--- src/rtl/bp_sched_pkg.sv ---
// rtl/bp_sched_pkg.sv - shared constants, FSM state type and decoder bit order for the BP frame scheduler
package bp_sched_pkg;

  // Default LLR sample width and the (8,4) code geometry
  localparam int LLR_W = 8;
  localparam int N     = 8;
  localparam int K     = 4;
  localparam int IDX_W = $clog2(N);

  // Position of each decoder output bit inside the dec_out bus {OUT_8, OUT_7, OUT_6, OUT_4}
  localparam int OUT4_POS = 0;
  localparam int OUT6_POS = 1;
  localparam int OUT7_POS = 2;
  localparam int OUT8_POS = 3;

  typedef enum logic [2:0] {
    IDLE,
    LAUNCH,
    WAIT_BUSY,
    DECODE,
    RESULT
  } state_t;

  // Message bits are the systematic positions OUT_4, OUT_6, OUT_7, OUT_8, LSB first
  function automatic logic [K-1:0] msg_from_dec(input logic [K-1:0] d);
    logic [K-1:0] m;
    m    = '0;
    m[0] = d[OUT4_POS];
    m[1] = d[OUT6_POS];
    m[2] = d[OUT7_POS];
    m[3] = d[OUT8_POS];
    return m;
  endfunction

endpackage

--- src/rtl/bp_llr_pingpong.sv ---
// rtl/bp_llr_pingpong.sv - two-frame LLR store with sof alignment, full flags and in-order read select
module bp_llr_pingpong #(
  parameter int LLR_W = 8
) (
  input  logic                           clk,
  input  logic                           rst,
  input  logic                           i_wr_en,
  input  logic [LLR_W-1:0]               i_wr_data,
  input  logic                           i_wr_sof,
  input  logic                           i_release,
  output logic                           o_wr_ready,
  output logic                           o_cur_full,
  output logic                           o_nxt_full,
  output logic [bp_sched_pkg::N*LLR_W-1:0] o_cur_frame,
  output logic [bp_sched_pkg::N*LLR_W-1:0] o_nxt_frame,
  output logic [7:0]                     o_sync_err_cnt
);
  import bp_sched_pkg::*;

  logic [LLR_W-1:0] r_mem [2][N];
  logic [1:0]       r_full;
  logic             r_wr_buf;
  logic             r_rd_buf;
  logic [IDX_W-1:0] r_wr_idx;
  logic [7:0]       r_sync_err;

  logic             w_sync_restart;
  logic             w_drop;
  logic             w_store;
  logic             w_last;
  logic [IDX_W-1:0] w_slot;

  // Fill and drain alternate between the two buffers, so the one being filled is
  // only ever full when both are; stall the stream exactly then.
  assign o_wr_ready     = ~(r_full[0] & r_full[1]);
  assign o_cur_full     = r_full[r_rd_buf];
  assign o_nxt_full     = r_full[~r_rd_buf];
  assign o_sync_err_cnt = r_sync_err;

  // Classify each accepted byte: realign on early sof, drop unaligned bytes, else store
  always_comb begin
    w_sync_restart = i_wr_en & i_wr_sof & (r_wr_idx != '0);
    w_drop         = i_wr_en & ~i_wr_sof & (r_wr_idx == '0);
    w_store        = i_wr_en & ~w_drop;
    w_slot         = w_sync_restart ? '0 : r_wr_idx;
    w_last         = w_store & (w_slot == IDX_W'(N - 1));
  end

  // Buffer bookkeeping: release clears before a completion sets, so free-then-write holds
  always_ff @(posedge clk) begin
    if (rst) begin
      r_full     <= '0;
      r_wr_buf   <= 1'b0;
      r_rd_buf   <= 1'b0;
      r_wr_idx   <= '0;
      r_sync_err <= '0;
    end else begin
      if (i_release) begin
        r_full[r_rd_buf] <= 1'b0;
        r_rd_buf         <= ~r_rd_buf;
      end
      if (w_store) begin
        if (w_last) begin
          r_full[r_wr_buf] <= 1'b1;
          r_wr_buf         <= ~r_wr_buf;
          r_wr_idx         <= '0;
        end else begin
          r_wr_idx <= w_slot + 1'b1;
        end
      end
      if (w_sync_restart && (r_sync_err != 8'hFF)) begin
        r_sync_err <= r_sync_err + 8'd1;
      end
    end
  end

  // LLR sample storage; contents are only meaningful once the full flag is set
  always_ff @(posedge clk) begin
    if (w_store) begin
      r_mem[r_wr_buf][w_slot] <= i_wr_data;
    end
  end

  // Present the oldest frame and the one queued behind it, LLR_1 in the LSBs
  always_comb begin
    o_cur_frame = '0;
    o_nxt_frame = '0;
    for (int i = 0; i < N; i++) begin
      o_cur_frame[i*LLR_W +: LLR_W] = r_mem[r_rd_buf][i];
      o_nxt_frame[i*LLR_W +: LLR_W] = r_mem[~r_rd_buf][i];
    end
  end

endmodule

--- src/rtl/bp_frame_sched.sv ---
// rtl/bp_frame_sched.sv - schedules buffered LLR frames through a bp_8_4 decoder and returns results
module bp_frame_sched #(
  parameter int LLR_W     = bp_sched_pkg::LLR_W,
  parameter int BUSY_WAIT = 4,
  parameter int DEC_TMO   = 255
) (
  input  logic               clk,
  input  logic               rst,
  input  logic [LLR_W-1:0]   llr_data,
  input  logic               llr_valid,
  output logic               llr_ready,
  input  logic               llr_sof,
  output logic               dec_start_n,
  input  logic               dec_busy,
  output logic [8*LLR_W-1:0] dec_llr,
  input  logic [3:0]         dec_out,
  output logic [3:0]         res_data,
  output logic               res_valid,
  input  logic               res_ready,
  output logic               res_err,
  output logic [7:0]         res_id,
  output logic [7:0]         sync_err_cnt
);
  import bp_sched_pkg::*;

  localparam int CNT_W = 16;

  state_t             r_state;
  state_t             w_next;
  logic [CNT_W-1:0]   r_cnt;
  logic [N*LLR_W-1:0] r_dec_llr;
  logic [K-1:0]       r_res_data;
  logic               r_res_err;
  logic [7:0]         r_res_id;

  logic               w_accept;
  logic               w_release;
  logic               w_load;
  logic               w_wr_ready;
  logic               w_cur_full;
  logic               w_nxt_full;
  logic [N*LLR_W-1:0] w_cur_frame;
  logic [N*LLR_W-1:0] w_nxt_frame;

  assign w_accept  = llr_valid & w_wr_ready;
  assign w_release = (r_state == RESULT) & res_ready;
  // A frame is copied to the decoder on every entry into LAUNCH
  assign w_load    = ((r_state == IDLE) & w_cur_full) | (w_release & w_nxt_full);

  assign llr_ready = w_wr_ready;
  assign dec_llr   = r_dec_llr;
  assign res_data  = r_res_data;
  assign res_err   = r_res_err;
  assign res_id    = r_res_id;

  bp_llr_pingpong #(
    .LLR_W (LLR_W)
  ) u_store (
    .clk            (clk),
    .rst            (rst),
    .i_wr_en        (w_accept),
    .i_wr_data      (llr_data),
    .i_wr_sof       (llr_sof),
    .i_release      (w_release),
    .o_wr_ready     (w_wr_ready),
    .o_cur_full     (w_cur_full),
    .o_nxt_full     (w_nxt_full),
    .o_cur_frame    (w_cur_frame),
    .o_nxt_frame    (w_nxt_frame),
    .o_sync_err_cnt (sync_err_cnt)
  );

  // FSM state register
  always_ff @(posedge clk) begin
    if (rst) begin
      r_state <= IDLE;
    end else begin
      r_state <= w_next;
    end
  end

  // FSM next-state: launch, wait for busy, wait for done, hold result until taken
  always_comb begin
    w_next = r_state;
    case (r_state)
      IDLE: begin
        if (w_cur_full) w_next = LAUNCH;
      end
      LAUNCH: begin
        w_next = WAIT_BUSY;
      end
      WAIT_BUSY: begin
        if (dec_busy) begin
          w_next = DECODE;
        end else if (r_cnt == CNT_W'(BUSY_WAIT - 1)) begin
          w_next = RESULT;
        end
      end
      DECODE: begin
        if (!dec_busy || (r_cnt == CNT_W'(DEC_TMO - 1))) w_next = RESULT;
      end
      RESULT: begin
        if (res_ready) w_next = w_nxt_full ? LAUNCH : IDLE;
      end
      default: begin
        w_next = IDLE;
      end
    endcase
  end

  // FSM outputs: one-cycle active-low start in LAUNCH, result valid while in RESULT
  always_comb begin
    dec_start_n = 1'b1;
    res_valid   = 1'b0;
    if (r_state == LAUNCH) dec_start_n = 1'b0;
    if (r_state == RESULT) res_valid = 1'b1;
  end

  // Datapath: per-state cycle counter, decoder input latch, result capture and sequence id
  always_ff @(posedge clk) begin
    if (rst) begin
      r_cnt      <= '0;
      r_dec_llr  <= '0;
      r_res_data <= '0;
      r_res_err  <= 1'b0;
      r_res_id   <= '0;
    end else begin
      r_cnt <= (w_next != r_state) ? '0 : r_cnt + 1'b1;
      if (w_load) begin
        r_dec_llr <= (r_state == RESULT) ? w_nxt_frame : w_cur_frame;
      end
      if ((r_state == WAIT_BUSY) && (w_next == RESULT)) begin
        r_res_data <= '0;
        r_res_err  <= 1'b1;
      end
      if ((r_state == DECODE) && (w_next == RESULT)) begin
        if (!dec_busy) begin
          r_res_data <= msg_from_dec(dec_out);
          r_res_err  <= 1'b0;
        end else begin
          r_res_data <= '0;
          r_res_err  <= 1'b1;
        end
      end
      if (w_release) begin
        r_res_id <= r_res_id + 8'd1;
      end
    end
  end

endmodule

--- config.mk ---
export PLATFORM = sky130hd
export DESIGN_NAME = bp_frame_sched
export DESIGN_NICKNAME = d
export VERILOG_FILES = /design/src/rtl/bp_sched_pkg.sv /design/src/rtl/bp_llr_pingpong.sv /design/src/rtl/bp_frame_sched.sv
export SDC_FILE = /design/constraint.sdc
export NUM_CORES = 1
export LEC_CHECK = 0
export ABC_AREA = 1
export CORE_MARGIN = 2
export CORE_UTILIZATION = 28
export CTS_CLUSTER_SIZE = 10
export DETAILED_ROUTE_END_ITERATION = 6
export SYNTH_ARGS = -nofsm -noshare
export SYNTH_HDL_FRONTEND = slang
export SYNTH_HIERARCHICAL = 1
export SYNTH_SLANG_ARGS = --single-unit
export TNS_END_PERCENT = 5
--- constraint.sdc ---
create_clock -name clk -period 5.6 [get_ports clk]
set_clock_uncertainty 0.15 [all_clocks]
set_input_delay 1.4 -clock clk [delete_from_list [all_inputs] [get_ports clk]]
set_output_delay 1.4 -clock clk [all_outputs]
set_load 0.005 [all_outputs]
Yosys cells after proc, flatten, opt, wreduce, memory -nomap -nowiden
Memories as Yosys holds them, arrays and structs flattened. A register that Yosys moved wholly into a read port is not among the register bits. Cells that the tools add are included.

Register bits after elaboration: 111. Memory bits (writable): 128. Word-level logic and storage cells: 104. Memories: 1.

Add/subtract/negate cells: 4. Magnitude comparators: 7. Eq/ne operators: 10. Mux-type cells: 36. Bitwise gates (word level): 21. Reductions and logical operators: 14.

Memories: u_store.r_mem (depth 2, bits a word 64, read ports 2, clocked after Yosys merged registers in 1, write ports 1, line bp_llr_pingpong.sv:20) `logic [LLR_W-1:0] r_mem [2][N];`.

Operators by type and width (number): $mux 64 (2); $demux 8 s3 (1); $mux 3 (7); $add 16x1->16 const B (1); $add 8x1->8 const B (2); $eq 16x2->1 const B (1); $eq 16x8->1 const B (1); $mux 1 (15); $pmux 3 s5 (1); $mux 4 (3); $and 1x1->1 (11); $eq 3x3->1 const B (3); $mux 2 (4); $mux 8 (1); $ne 8x8->1 const B (1); $eq 3x2->1 const B (2); $logic_and 1x1->1 (6); $logic_not 3->1 (2); $lt 1x2->1 const B (3); $not 1->1 (5); $ge 4x4->1 const B (1); $lt 4x1->1 const B (1); $not 3->4 (1); $add 3x1->3 const B (1); 14 further kinds (16).

Logic depth before layout (Yosys ltp)
Gate-level depths: netlist of run 1.

Word-level depth: 12. Gate-level depth with buffers: 12.

Modules after synthesis
Netlist of run 1, hierarchy kept.

Modules (own cells, without submodules): bp_llr_pingpong (times used 1, cells an instance 626, area an instance 6272.3 um^2, seq. area each 4164.0 um^2); bp_frame_sched (times used 1, cells an instance 581, area an instance 4359.2 um^2, seq. area each 1921.8 um^2).

Worst setup path before layout of run 1
OpenSTA, ideal clock, no wires.

Path type: input port to flip-flop. From: input port llr_valid. To: memory u_store/r_mem[0][16] (netlist name) (enable). Library setup time: 383 ps. Arrival: 2592 ps. Data required time: 5067 ps. Slack: 2475 ps. Cell stages on the path: 7. Buffers on the path: 0. Cell sequence: nand2_1 inv_1 nand2_4 inv_2 nor2_1 nand2_1 nor3_1.

Longest elaborated chain between the ends: 10. Elaborated cells between the ends (all ways): 16. Those cells by class: 2 x order compare; 5 x mux; 8 x bitwise; 1 x reduce/logical.

Ends and longest elaborated chain: from (decl) (line bp_frame_sched.sv:10) `input logic llr_valid,`; $and 1x1->1 * (line bp_frame_sched.sv:45) `assign w_accept = llr_valid & w_wr_ready;`; named net w_accept (line bp_frame_sched.sv:36) `logic w_accept;`; $and 1x1->1 (2 in a row) (line bp_llr_pingpong.sv:42) `w_sync_restart = i_wr_en & i_wr_sof & (r_wr_idx != '0);`; $mux 3 (line bp_llr_pingpong.sv:45) `w_slot = w_sync_restart ? '0 : r_wr_idx;`; $not 3->4 (not written as such) (line bp_llr_pingpong.sv:80) `r_mem[r_wr_buf][w_slot] <= i_wr_data;`; $ge 4x4->1 (not written as such) / $lt 4x1->1 (equally long branches) (line bp_llr_pingpong.sv:80); $logic_and 1x1->1 (not written as such) (line bp_llr_pingpong.sv:80); $mux 8 (not written as such) (line bp_llr_pingpong.sv:80); $demux 8 s3 (line bp_llr_pingpong.sv:80); $mux 64 (not written as such) * (line bp_llr_pingpong.sv:80); to (decl) (line bp_llr_pingpong.sv:20).

The timed path passes the listed nets; every way through them passes the cells marked *.

Worst setup path in the final report of run 1
From: input port llr_valid. To: memory u_store/r_mem[1][37] (netlist name) (enable).

Same word-level chain as after synthesis.

==> out/qor.log, run 1 <==
[critical_path] critical path data arrival time 3.49 ns
[synthesis] largest area contributor in the synthesized netlist sky130_fd_sc_hd__edfxtp_1
[drt] via density per instance 4.535
[worst_hold_path] Hold Path Stages 1
[synthesis] Async S/R FF share, synth 0%
[global_routing] global-route congestion overflow total 0
[critical_path] dominant delay contributor by cell family on the critical path simple AND/OR/NAND/NOR gates
[global_routing] maximum number of pins on one net before global-route repair 129
[critical_path] R2R Setup Slk 2.76 ns
[synthesis] synthesized instance count 1207
[synthesis] count leader, synth sky130_fd_sc_hd__nand2_1
[critical_path] Register-to-Register Path Depth 8
[floorplanning] initial cell density of the core 28.36%
[worst_hold_path] worst-case hold path end point r_cnt[0]
[placed_design] # port buffers 105
[floorplanning] vertical extent of the die 198.9 um
[timing] Total Neg Setup Slack 0 ns
[critical_path] classification of the worst setup path in -> reg
[synthesis] area share of the leading cell type in the synthesized netlist 36.15%
[timing] final slew viol count 0
[floorplanning] Core Area 0.03749 mm2
[cts] hold bufs inserted after CTS 0
[synthesis] leading post-synthesis cells by instance count sky130_fd_sc_hd__nand2_1, sky130_fd_sc_hd__edfxtp_1, sky130_fd_sc_hd__nor2_1
[cts] clock transition at the registers of the reported paths 0.05 ns
[timing] timing-limited maximum frequency 285.0 MHz
[floorplanning] area enclosed by the die boundary 0.03954 mm2
[cts] maximum clock path buffer count 3
[drt] total routed wirelength 25.78 mm
[placed_design] Placer Congestion 0.8122
[cts] depth of the CTS H-tree 1
[synthesis] biggest area contributors in the synthesized netlist sky130_fd_sc_hd__edfxtp_1, sky130_fd_sc_hd__dfxtp_1, sky130_fd_sc_hd__nand2_1
[cts] clock network latency to the later pin of the worst-skew pair 0.54 ns
[synthesis] total nets after synthesis 1229
[critical_path] buffers and inverters on the worst path 3
[cts] setup fix buffers added after clock tree synthesis 0
[synthesis] Synth warnings 6
[synthesis] sequential share of the synthesized area 57.24%
[floorplanning] row count 71
[critical_path] Critical Path Source llr_valid
[synthesis] predominant post-synthesis flop cell sky130_fd_sc_hd__edfxtp_1
[final_layout] Post-Route Utilization 34.40%
[global_routing] Global Route Usage Sum 12.98%
[power_and_ir_drop] PwrDens 278.8 mW/mm2
[critical_path] largest fanout on the critical path 9
[timing] final number of setup-violating endpoints 0
[drt] antenna-violating nets left 0
[final_layout] fraction of layout instances using a drive strength above 1 6.677%
[placed_design] Detailed Place HPWL 16.12 mm
[timing] post-route minimum period 3.508 ns
[critical_path] required time at the worst-slack endpoint 5.58 ns
[run_status] run status finished clean
[drt] total iterations of the first detailed-routing run 5
[synthesis] Mapped Avg Cell Area 8.808 um2
[power_and_ir_drop] leakage power 4.629 nW
[critical_path] ordered list of cells on the worst path clkdlybuf4s50_1 > nand2_1 > inv_1 > nand2_4 > inv_2 > nor2_1 > nand2_1 > nor3_1
[flow_run] Max Cap Violations 0
[power_and_ir_drop] Final Total Pwr 3.596 mW
[floorplanning] width of the chip 198.9 um
[worst_hold_path] launch instance of the worst min-delay path r_cnt[0]
[timing] final-report hold violation count 0
[cts] CTS sink cnt 240
[drt] number of remaining DRC errors 0
[cts] post-cts gate resize count 0
[timing] transition at the pin with the smallest max-transition slack 1.212 ns
[critical_path] critical-path cell with the highest stage delay sky130_fd_sc_hd__nor3_1
[critical_path] endpoint class of the critical path flop
[synthesis] number of unique standard cell types used by synthesis 35
[synthesis] number of enable flip-flop cells after synthesis 128
[timing] headroom to the max-slew limit 18.59%
[cts] clock tree from TritonCTS built
[drt] detailed-route via count 8226
[critical_path] slowest cell delay on critical path 0.96 ns
[global_routing] first-pass GRT wire length 40.68 mm
[critical_path] Worst setup SP type primary input
[critical_path] worst reg2reg endpoint u_store/r_mem[1][37]
[drt] wire length per cell 14.21 um
[final_layout] number of antenna repair diodes 0
[synthesis] #FFs+latches synth 240
[critical_path] R2R Path Start u_store/r_full[0]
[synthesis] area of the mapped netlist 0.01063 mm2
[floorplanning] I/O pin count 106
[final_layout] relative area change from synthesis to final layout 21.30%
[final_layout] Post-layout nets 1307
[critical_path] critical path's most frequent cell sky130_fd_sc_hd__nand2_1
[global_routing] antenna violations before repair 1
[global_routing] vias in the first global route 7602
[drt] number of DRC markers in iteration 0 576
[cts] clock tree root driver cell sky130_fd_sc_hd__clkbuf_16
[timing] period utilization 62.65%
[timing] RSZ-0062 raised after global routing no
[power_and_ir_drop] Worst VDD drop 0.1880 mV
[worst_hold_path] hold crit path type reg -> reg
[cts] Inserted Clock Buffers 28
[final cells by class]
class                           instances  area [um2]
Timing Repair Buffer                  116        1146
Multi-Input combinational cell        781        3769
Clock buffer                           46       778.2
Fill cell                            3829       24590
Sequential cell                       240        6093
Tap cell                              511       639.4
Clock inverter                          2       21.27
Inverter                              118       449.2
[cells by family after synthesis]
| group | Yosys count | synth area share [%] |
|---|---|---|
| AOI/OAI and AO/OA | 280 | 14.52 |
| adders and majority gates | 4 | 0.4708 |
| xor gates and xnor gates | 17 | 1.401 |
| DFF | 240 | 57.24 |
| and+or+nand+nor | 480 | 19.05 |
| buffers and inverters | 186 | 7.308 |
[power by group]
part	total [mW]	internal [mW]	switching, mW
Sequential	1.88	1.87	0.00988
Combinational	0.111	0.0345	0.0770
Clock	1.61	0.937	0.668
[metrics by stage]
stage | area, um2 | hold slack (ns) | instances | setup slack [ns]
6_report | 12900 | 0.3241 | 1814 | 2.092
5_1_grt | 12900 | 0.3511 | 1814 | 1.881
4_1_cts | 12900 | 0.3207 | 1814 | 2.107
3_5_place_dp | 12100 | 0.3074 | 1766 | 1.552
3_3_place_gp | 12100 | 0.2987 | 1766 | 1.638
2_1_floorplan | 10630 | 0.2797 | 1207 | 2.475
[flip-flops by register name, summed over array words and instances, names as in the netlist, named ones only]
signal	flops
u_store/r_mem	128
u_store/r_wr_idx	3
r_cnt	16
res_err	1
u_store/o_sync_err_cnt	8
u_store/r_wr_buf	1
res_id	8
res_data	4
dec_llr	64
u_store/r_rd_buf	1
r_state	3
u_store/r_full	2
[placed cells by master, fill, tap and decap left out, types with 4 or more instances in the layout]
master                            instances
sky130_fd_sc_hd__nand2_1                273
sky130_fd_sc_hd__edfxtp_1               128
sky130_fd_sc_hd__nor2_1                 126
sky130_fd_sc_hd__o21ai_0                125
sky130_fd_sc_hd__dfxtp_1                110
sky130_fd_sc_hd__inv_1                  109
sky130_fd_sc_hd__clkdlybuf4s50_1        105
sky130_fd_sc_hd__a21oi_1                 83
sky130_fd_sc_hd__a31oi_1                 55
sky130_fd_sc_hd__clkbuf_16               28
sky130_fd_sc_hd__nand3_1                 26
sky130_fd_sc_hd__nor3_1                  18
sky130_fd_sc_hd__clkbuf_1                17
sky130_fd_sc_hd__nor2_2                  15
sky130_fd_sc_hd__a311oi_1                11
sky130_fd_sc_hd__buf_4                   10
sky130_fd_sc_hd__xor2_1                   9
sky130_fd_sc_hd__xnor2_1                  8
sky130_fd_sc_hd__inv_2                    6
sky130_fd_sc_hd__nand2_2                  5
sky130_fd_sc_hd__nand3_2                  5
sky130_fd_sc_hd__nand4_1                  5
sky130_fd_sc_hd__ha_1                     4
[worst max path at each step]
| stage | cells after the start | end | slack (ns) |
|---|---|---|---|
| after floorplan | 7 | u_store/r_mem[0][16] | 2.47 |
| after global placement | 8 | u_store/r_mem[1][34] | 1.64 |
| after detailed placement | 8 | u_store/r_mem[1][34] | 1.55 |
| after CTS | 8 | u_store/r_mem[1][35] | 2.11 |
| after global routing | 8 | u_store/r_mem[1][19] | 1.88 |
| final | 8 | u_store/r_mem[1][37] | 2.09 |
[routing by layer]
metal	vias up	routed length [um]	part of all wire, %	global-route usage (%)
met5	-	11	0.043	0
met4	2	542	2.1	3.676
met3	41	1368	5.3	2.492
met2	186	12410	48	22.29
met1	3802	11460	44	16.61
li1	4195	-	-	-
No activity file was read; power rests on OpenSTA's default activity.
==> inputs of run 2 (changes only) <==
- clock period: 5.6 -> 3.19 ns (I/O delays scaled with it)
==> run 2 against run 1 <==
  * Clock-buffer cell count is 3 higher
  * Core utilization is 0.52 points higher
  * Sequential cell count stayed put
  * Combinational power is 86% higher
  * Wire length is 1.8% higher
  * Hold slack worse by 0.0050 ns
  * Sequential share of layout area is 0.70 points lower
  * Clock power is 80% higher
  * Critical endpoint is now res_valid
==> out/qor.log, run 2 (same netlist as run 1, synthesis figures left out) <==
[floorplanning] Core Area 0.03749 mm2 [unchanged]
[power_and_ir_drop] internal power 5.067 mW [was 2.841 mW]
[critical_path] Worst setup SP type flop [was primary input]
[floorplanning] width of the chip 198.9 um [unchanged]
[timing] RSZ-0062 raised after global routing no [unchanged]
[power_and_ir_drop] Net Sw Frac 20.72% [was 20.99%]
[critical_path] endpoint class of the critical path output port [was flop]
[final_layout] most common cell after layout, fill and taps aside sky130_fd_sc_hd__nand2_1 [unchanged]
[critical_path] dominant delay contributor by cell family on the critical path buffers and inverters [was simple AND/OR/NAND/NOR gates]
[cts] post-cts gate resize count 0 [unchanged]
[final_layout] flip-flop count of the largest register, all copies and words added 128 [unchanged]
[critical_path] classification of the worst setup path reg -> out [was in -> reg]
[timing] final slew viol count 0 [unchanged]
[global_routing] maximum number of pins on one net before global-route repair 85 [was 129]
[timing] headroom to the max-slew limit 45.96% [was 18.59%]
[floorplanning] area enclosed by the die boundary 0.03954 mm2 [unchanged]
[final_layout] Post-layout nets 1326 [was 1307]
[drt] number of remaining DRC errors 0 [unchanged]
[timing] transition at the pin with the smallest max-transition slack 0.8080 ns [was 1.212 ns]
[timing] period utilization 84.26%
[cts] CTS sink cnt 240 [unchanged]
[power_and_ir_drop] Worst VDD drop 0.3806 mV [was 0.1880 mV]
[flow_run] Max Cap Violations 0 [unchanged]
[global_routing] first-pass GRT wire length 41.05 mm [was 40.68 mm]
[global_routing] Global Route Usage Sum 13.10% [was 12.98%]
[timing] final number of setup-violating endpoints 0 [unchanged]
[critical_path] critical path data arrival time 1.74 ns [was 3.49 ns]
[cts] hold bufs inserted after CTS 0 [unchanged]
[cts] clock network latency to the later pin of the worst-skew pair 0.53 ns [was 0.54 ns]
[global_routing] vias in the first global route 7871 [was 7602]
[worst_hold_path] hold crit path type reg -> reg [unchanged]
[drt] total routed wirelength 26.25 mm [was 25.78 mm]
[timing] worst hold slack across all endpoints 0.3191 ns [was 0.3241 ns]
[drt] wire length on met3 1.574 mm [was 1.368 mm]
[power_and_ir_drop] leakage power 4.748 nW [was 4.629 nW]
[cts] Inserted Clock Buffers 28 [unchanged]
[power_and_ir_drop] net switching power 1.324 mW [was 0.7547 mW]
[cts] setup fix buffers added after clock tree synthesis 0 [unchanged]
[drt] detailed-route via count 8476 [was 8226]
[final_layout] most frequent cells in the layout sky130_fd_sc_hd__nand2_1, sky130_fd_sc_hd__edfxtp_1, sky130_fd_sc_hd__nor2_1, sky130_fd_sc_hd__o21ai_0, sky130_fd_sc_hd__dfxtp_1 [unchanged]
[timing] final-report hold violation count 0 [unchanged]
[critical_path] critical-path cell with the highest stage delay sky130_fd_sc_hd__clkdlybuf4s50_1 [was sky130_fd_sc_hd__nor3_1]
[floorplanning] vertical extent of the die 198.9 um [unchanged]
[timing] timing-limited maximum frequency 372.1 MHz
[cts] depth of the CTS H-tree 1 [unchanged]
[drt] number of DRC markers in iteration 0 580 [was 576]
[critical_path] ordered list of cells on the worst path inv_4 > nor2_8 > clkdlybuf4s50_1 [was clkdlybuf4s50_1 > nand2_1 > inv_1 > nand2_4 > inv_2 > nor2_1 > nand2_1 > nor3_1]
[global_routing] global-route congestion overflow total 0 [unchanged]
[critical_path] largest fanout on the critical path 5 [was 9]
[timing] Total Neg Setup Slack 0 ns [unchanged]
[placed_design] Detailed Place HPWL 16.94 mm [was 16.12 mm]
[critical_path] slowest cell delay on critical path 0.53 ns [was 0.96 ns]
[cts] clock tree from TritonCTS built [unchanged]
[power_and_ir_drop] PwrDens 488.3 mW/mm2 [was 278.8 mW/mm2]
[final_layout] relative area change from synthesis to final layout 23.13% [was 21.30%]
[global_routing] antenna violations before repair 2 [was 1]
[final_layout] number of antenna repair diodes 0 [unchanged]
[drt] uppermost routed layer met5 [unchanged]
[cts] clock transition at the registers of the reported paths 0.05 ns [about the same]
[cts] clock tree root driver cell sky130_fd_sc_hd__clkbuf_16 [unchanged]
[final_layout] Post-Route Utilization 34.92% [was 34.40%]
[floorplanning] initial cell density of the core 28.36% [unchanged]
[placed_design] Placer Congestion 0.7898 [was 0.8122]
[floorplanning] I/O pin count 106 [unchanged]
[timing] post-route minimum period 2.688 ns
[drt] routed wire length on met2 12.67 mm [was 12.41 mm]
[power_and_ir_drop] Clock Power Share 45.2% [was 44.6%]
[floorplanning] row count 71 [unchanged]
[drt] antenna-violating nets left 0 [unchanged]
[power_and_ir_drop] Final Total Pwr 6.391 mW [was 3.596 mW]
[critical_path] required time at the worst-slack endpoint 2.24 ns [was 5.58 ns]
[drt] wire length per cell 14.30 um [was 14.21 um]
[critical_path] buffers and inverters on the worst path 2 [was 3]
[drt] total iterations of the first detailed-routing run 5 [unchanged]
[run_status] run status finished clean [unchanged]
[drt] detailed-route wire length on metal 1 11.50 mm [was 11.46 mm]
[placed_design] # port buffers 105 [unchanged]
[drt] via density per instance 4.619 [was 4.535]
[final_layout] fraction of layout instances using a drive strength above 1 8.082% [was 6.677%]
[final_layout] most flop-heavy register u_store/r_mem [unchanged]
[cts] maximum clock path buffer count 3 [unchanged]
[power_and_ir_drop] share of power burned in combinational logic 3.2% [was 3.1%]
[power_and_ir_drop] power share of the sequential group 51.6% [was 52.3%]
run 2: changes by cell type in the layout (fill, tap and decap cells not counted), sizes merged:
cell | previous run | this run
clkbuf | 46 | 49
clkinv | 3 | 2
buf | 11 | 30
run 2: power by group through the flow:
stage / clock (mW) / sequential, mW / combinational (mW)
after floorplan: 0 / 3.36 / 0.101
after global placement: 0 / 3.36 / 0.205
after global routing: 3.08 / 3.30 / 0.228
after CTS: 2.95 / 3.30 / 0.208
final: 2.89 / 3.30 / 0.206
after detailed placement: 0 / 3.36 / 0.207
run 2: worst paths after layout:
check	from	to	slack, ns	depth (start not counted)
worst max-delay path	r_state[2]	res_valid	0.50	3
worst max register to register	u_store/r_full[0]	u_store/r_mem[0][21]	0.91	9
worst min-delay path	r_cnt[0]	r_cnt[0]	0.32	1
worst min register to register	r_cnt[0]	r_cnt[0]	0.32	1
run 2: layer usage:
| metal | GRT usage [%] | vias to the layer above |
|---|---|---|
| met3 | 3.018 | 39 |
| met5 | 0 | - |
| met2 | 22.83 | 197 |
| met1 | 16.23 | 3995 |
| met4 | 3.483 | 4 |
| li1 | - | 4241 |
run 2: stage by stage:
| stage | worst slack, ns | cell area [um2] | std cells |
|---|---|---|---|
| after floorplan | 0.6672 | 10630 | 1207 |
| after global placement | 0.4142 | 12260 | 1785 |
| after detailed placement | 0.3848 | 12260 | 1785 |
| after CTS | 0.4608 | 13090 | 1835 |
| after global routing | 0.4337 | 13090 | 1835 |
| final | 0.5022 | 13090 | 1835 |
run 2: final cells by class:
class,count,area (um2)
clock buffers,49,820.8
fillers,3863,24400
well taps,511,639.4
multi-input cells,781,3769
repair buffers,135,1314
inverters,118,449.2
flip-flops and latches,240,6093
clock inverters,1,5.005
==> inputs of run 3 (changes only) <==
- clock period: 3.19 -> 2.8 ns (I/O delays scaled with it)
==> run 3 against run 2 <==
  * Core utilization rose by 0.050 points
  * Die area unchanged
  * Global-route usage decreased by 0.053 points
  * Cell area rose by 0.14%
  * Sequential share of layout area is 0.066 points lower
  * First-iteration DRC count shrank 17%
  * Hold slack gained 0.011 ns
  * Wire length increased by 0.20%
==> out/qor.log, run 3 (same netlist as run 1, synthesis figures left out) <==
[power_and_ir_drop] power share of the sequential group 51.5% [was 51.6%]
[final_layout] number of standard cells in the final layout excluding fillers 1840 [was 1835]
[critical_path] Critical Path Source r_state[2] [unchanged]
[critical_path] slowest cell delay on critical path 0.54 ns [was 0.53 ns]
[drt] via density per instance 4.558 [was 4.619]
[cts] maximum clock path buffer count 3 [unchanged]
[floorplanning] area enclosed by the die boundary 0.03954 mm2 [unchanged]
[placed_design] number of cells in the design after placement 1788 [was 1785]
[global_routing] global-route congestion overflow total 0 [unchanged]
[cts] clock network latency to the later pin of the worst-skew pair 0.52 ns [was 0.53 ns]
[final_layout] fraction of layout instances using a drive strength above 1 8.126% [was 8.082%]
[critical_path] endpoint class of the critical path output port [unchanged]
[floorplanning] width of the chip 198.9 um [unchanged]
[global_routing] vias in the first global route 7612 [was 7871]
[cts] setup fix buffers added after clock tree synthesis 0 [unchanged]
[critical_path] largest fanout on the critical path 5 [unchanged]
[floorplanning] I/O pin count 106 [unchanged]
[drt] detailed-route via count 8387 [was 8476]
[cts] Inserted Clock Buffers 28 [unchanged]
[timing] transition at the pin with the smallest max-transition slack 0.7209 ns [was 0.8080 ns]
[power_and_ir_drop] Clock Power Share 45.1% [was 45.2%]
[critical_path] dominant delay contributor by cell family on the critical path buffers and inverters [unchanged]
[timing] period utilization 94.45%
[critical_path] ordered list of cells on the worst path inv_4 > nor2_8 > clkdlybuf4s50_1 [unchanged]
[drt] total iterations of the first detailed-routing run 5 [unchanged]
[placed_design] Detailed Place HPWL 16.80 mm [was 16.94 mm]
[floorplanning] Core Area 0.03749 mm2 [unchanged]
[critical_path] buffers and inverters on the worst path 2 [unchanged]
[cts] post-cts gate resize count 0 [unchanged]
[global_routing] antenna violations before repair 1 [was 2]
[timing] worst hold slack across all endpoints 0.3305 ns [was 0.3191 ns]
[flow_run] Max Cap Violations 0 [unchanged]
[floorplanning] initial cell density of the core 28.36% [unchanged]
[cts] depth of the CTS H-tree 1 [unchanged]
[timing] post-route minimum period 2.645 ns
[cts] clock tree from TritonCTS built [unchanged]
[critical_path] critical-path cell with the highest stage delay sky130_fd_sc_hd__clkdlybuf4s50_1 [unchanged]
[timing] headroom to the max-slew limit 51.94% [was 45.96%]
[drt] antenna-violating nets left 0 [unchanged]
[floorplanning] row count 71 [unchanged]
[worst_hold_path] hold crit path type reg -> reg [unchanged]
[drt] wire length per cell 14.29 um [was 14.30 um]
[cts] CTS sink cnt 240 [unchanged]
[power_and_ir_drop] PwrDens 556.0 mW/mm2 [was 488.3 mW/mm2]
[cts] hold bufs inserted after CTS 0 [unchanged]
[placed_design] Placer Congestion 0.7783 [was 0.7898]
[timing] final number of setup-violating endpoints 0 [unchanged]
[global_routing] Global Route Usage Sum 13.05% [was 13.10%]
[drt] total routed wirelength 26.30 mm [was 26.25 mm]
[cts] clock transition at the registers of the reported paths 0.06 ns [was 0.05 ns]
[drt] number of DRC markers in iteration 0 482 [was 580]
[power_and_ir_drop] leakage power 4.755 nW [was 4.748 nW]
[final_layout] relative area change from synthesis to final layout 23.30% [was 23.13%]
[final_layout] flip-flop count of the largest register, all copies and words added 128 [unchanged]
[critical_path] R2R Setup Slk 0.58 ns [was 0.91 ns]
[final_layout] most flop-heavy register u_store/r_mem [unchanged]
[timing] final slew viol count 0 [unchanged]
[critical_path] classification of the worst setup path reg -> out [unchanged]
[critical_path] R2R Path Start u_store/r_full[0] [unchanged]
[final_layout] most common cell after layout, fill and taps aside sky130_fd_sc_hd__nand2_1 [unchanged]
[run_status] run status finished clean [unchanged]
[timing] RSZ-0062 raised after global routing no [unchanged]
[timing] least setup slack across all paths after layout 0.1553 ns [was 0.5022 ns]
[global_routing] maximum number of pins on one net before global-route repair 129 [was 85]
[critical_path] Critical Path Stages 3 [unchanged]
[critical_path] critical path data arrival time 1.79 ns [was 1.74 ns]
[cts] clock tree root driver cell sky130_fd_sc_hd__clkbuf_16 [unchanged]
[final_layout] Seq. cell area 0.006093 mm2 [unchanged]
[power_and_ir_drop] Worst VDD drop 0.4164 mV [was 0.3806 mV]
[drt] number of remaining DRC errors 0 [unchanged]
[power_and_ir_drop] share of power burned in combinational logic 3.3% [was 3.2%]
[power_and_ir_drop] Net Sw Frac 20.88% [was 20.72%]
[final_layout] Post-layout nets 1329 [was 1326]
[power_and_ir_drop] internal power 5.766 mW [was 5.067 mW]
[floorplanning] vertical extent of the die 198.9 um [unchanged]
[critical_path] required time at the worst-slack endpoint 1.95 ns [was 2.24 ns]
[critical_path] end point of the critical path res_valid [unchanged]
[critical_path] worst reg2reg endpoint u_store/r_mem[1][38] [was u_store/r_mem[0][21]]
[critical_path] Worst setup SP type flop [unchanged]
[timing] timing-limited maximum frequency 378.1 MHz
[critical_path] Register-to-Register Path Depth 9 [unchanged]
[timing] Total Neg Setup Slack 0 ns [unchanged]
[placed_design] post-placement setup slack 0.06463 ns [was 0.3848 ns]
[final_layout] most frequent cells in the layout sky130_fd_sc_hd__nand2_1, sky130_fd_sc_hd__edfxtp_1, sky130_fd_sc_hd__nor2_1, sky130_fd_sc_hd__o21ai_0, sky130_fd_sc_hd__dfxtp_1 [unchanged]
[timing] final-report hold violation count 0 [unchanged]
[final_layout] number of antenna repair diodes 0 [unchanged]
[power_and_ir_drop] net switching power 1.522 mW [was 1.324 mW]
[final_layout] multi-input gate area in the final layout 0.003769 mm2 [unchanged]
[placed_design] # port buffers 105 [unchanged]
[final_layout] fill cell instance count of the final layout 3857 [was 3863]
[global_routing] first-pass GRT wire length 40.70 mm [was 41.05 mm]
-- run 3: layout make-up --
class                      count  share of cell area (%)
sequential                   240                   46.48
timing repair buffer         138                   10.19
multi-input combinational    781                   28.75
inverter                     118                   3.427
tap                          511                   4.877
clock buffer                  52                   6.271
-- run 3: how the worst min path moves through the flow --
stage	start	cells after the start	endpoint
3_3_place_gp	r_cnt[0]	1	r_cnt[0]
4_1_cts	r_cnt[0]	1	r_cnt[0]
3_5_place_dp	r_cnt[0]	1	r_cnt[0]
6_report	r_cnt[0]	1	r_cnt[0]
5_1_grt	u_store/r_full[1]	2	u_store/r_full[1]
2_1_floorplan	r_cnt[0]	1	r_cnt[0]
-- run 3: worst register-to-register path, cell delays in order (launching register included) --
cell and delay (ns):
sky130_fd_sc_hd__dfxtp_1 0.38, sky130_fd_sc_hd__nand2_1 0.16, sky130_fd_sc_hd__nand2_1 0.11, sky130_fd_sc_hd__inv_1 0.10, sky130_fd_sc_hd__nand2_4 0.14, sky130_fd_sc_hd__inv_2 0.07, sky130_fd_sc_hd__nor2_1 0.16, sky130_fd_sc_hd__nand2_1 0.25
sky130_fd_sc_hd__nor3_1 0.20, sky130_fd_sc_hd__buf_4 0.21
-- run 3: through the flow --
| step | instance area [um2] | total power, mW | util (%) |
|---|---|---|---|
| final | 13110 | 7.288 | 34.97 |
| after global placement | 12290 | 4.069 | 32.77 |
| after CTS | 13110 | 7.393 | 34.97 |
| after global routing | 13110 | 7.545 | 34.97 |
| after floorplan | 10630 | 3.944 | - |
| after detailed placement | 12290 | 4.075 | 32.77 |
-- run 3: per-layer routing --
metal	share of wire [%]	track usage (%)
met2	49	22.73
met3	5.2	2.543
met4	1.8	3.013
met5	0.049	0
met1	44	16.64
-- run 3: power groups by stage --
stage	Sequential (mW)	Clock (mW)	Combinational [mW]
after global placement	3.83	0	0.240
after floorplan	3.83	0	0.115
after detailed placement	3.83	0	0.245
final	3.76	3.29	0.243
after CTS	3.75	3.39	0.246
after global routing	3.76	3.52	0.268
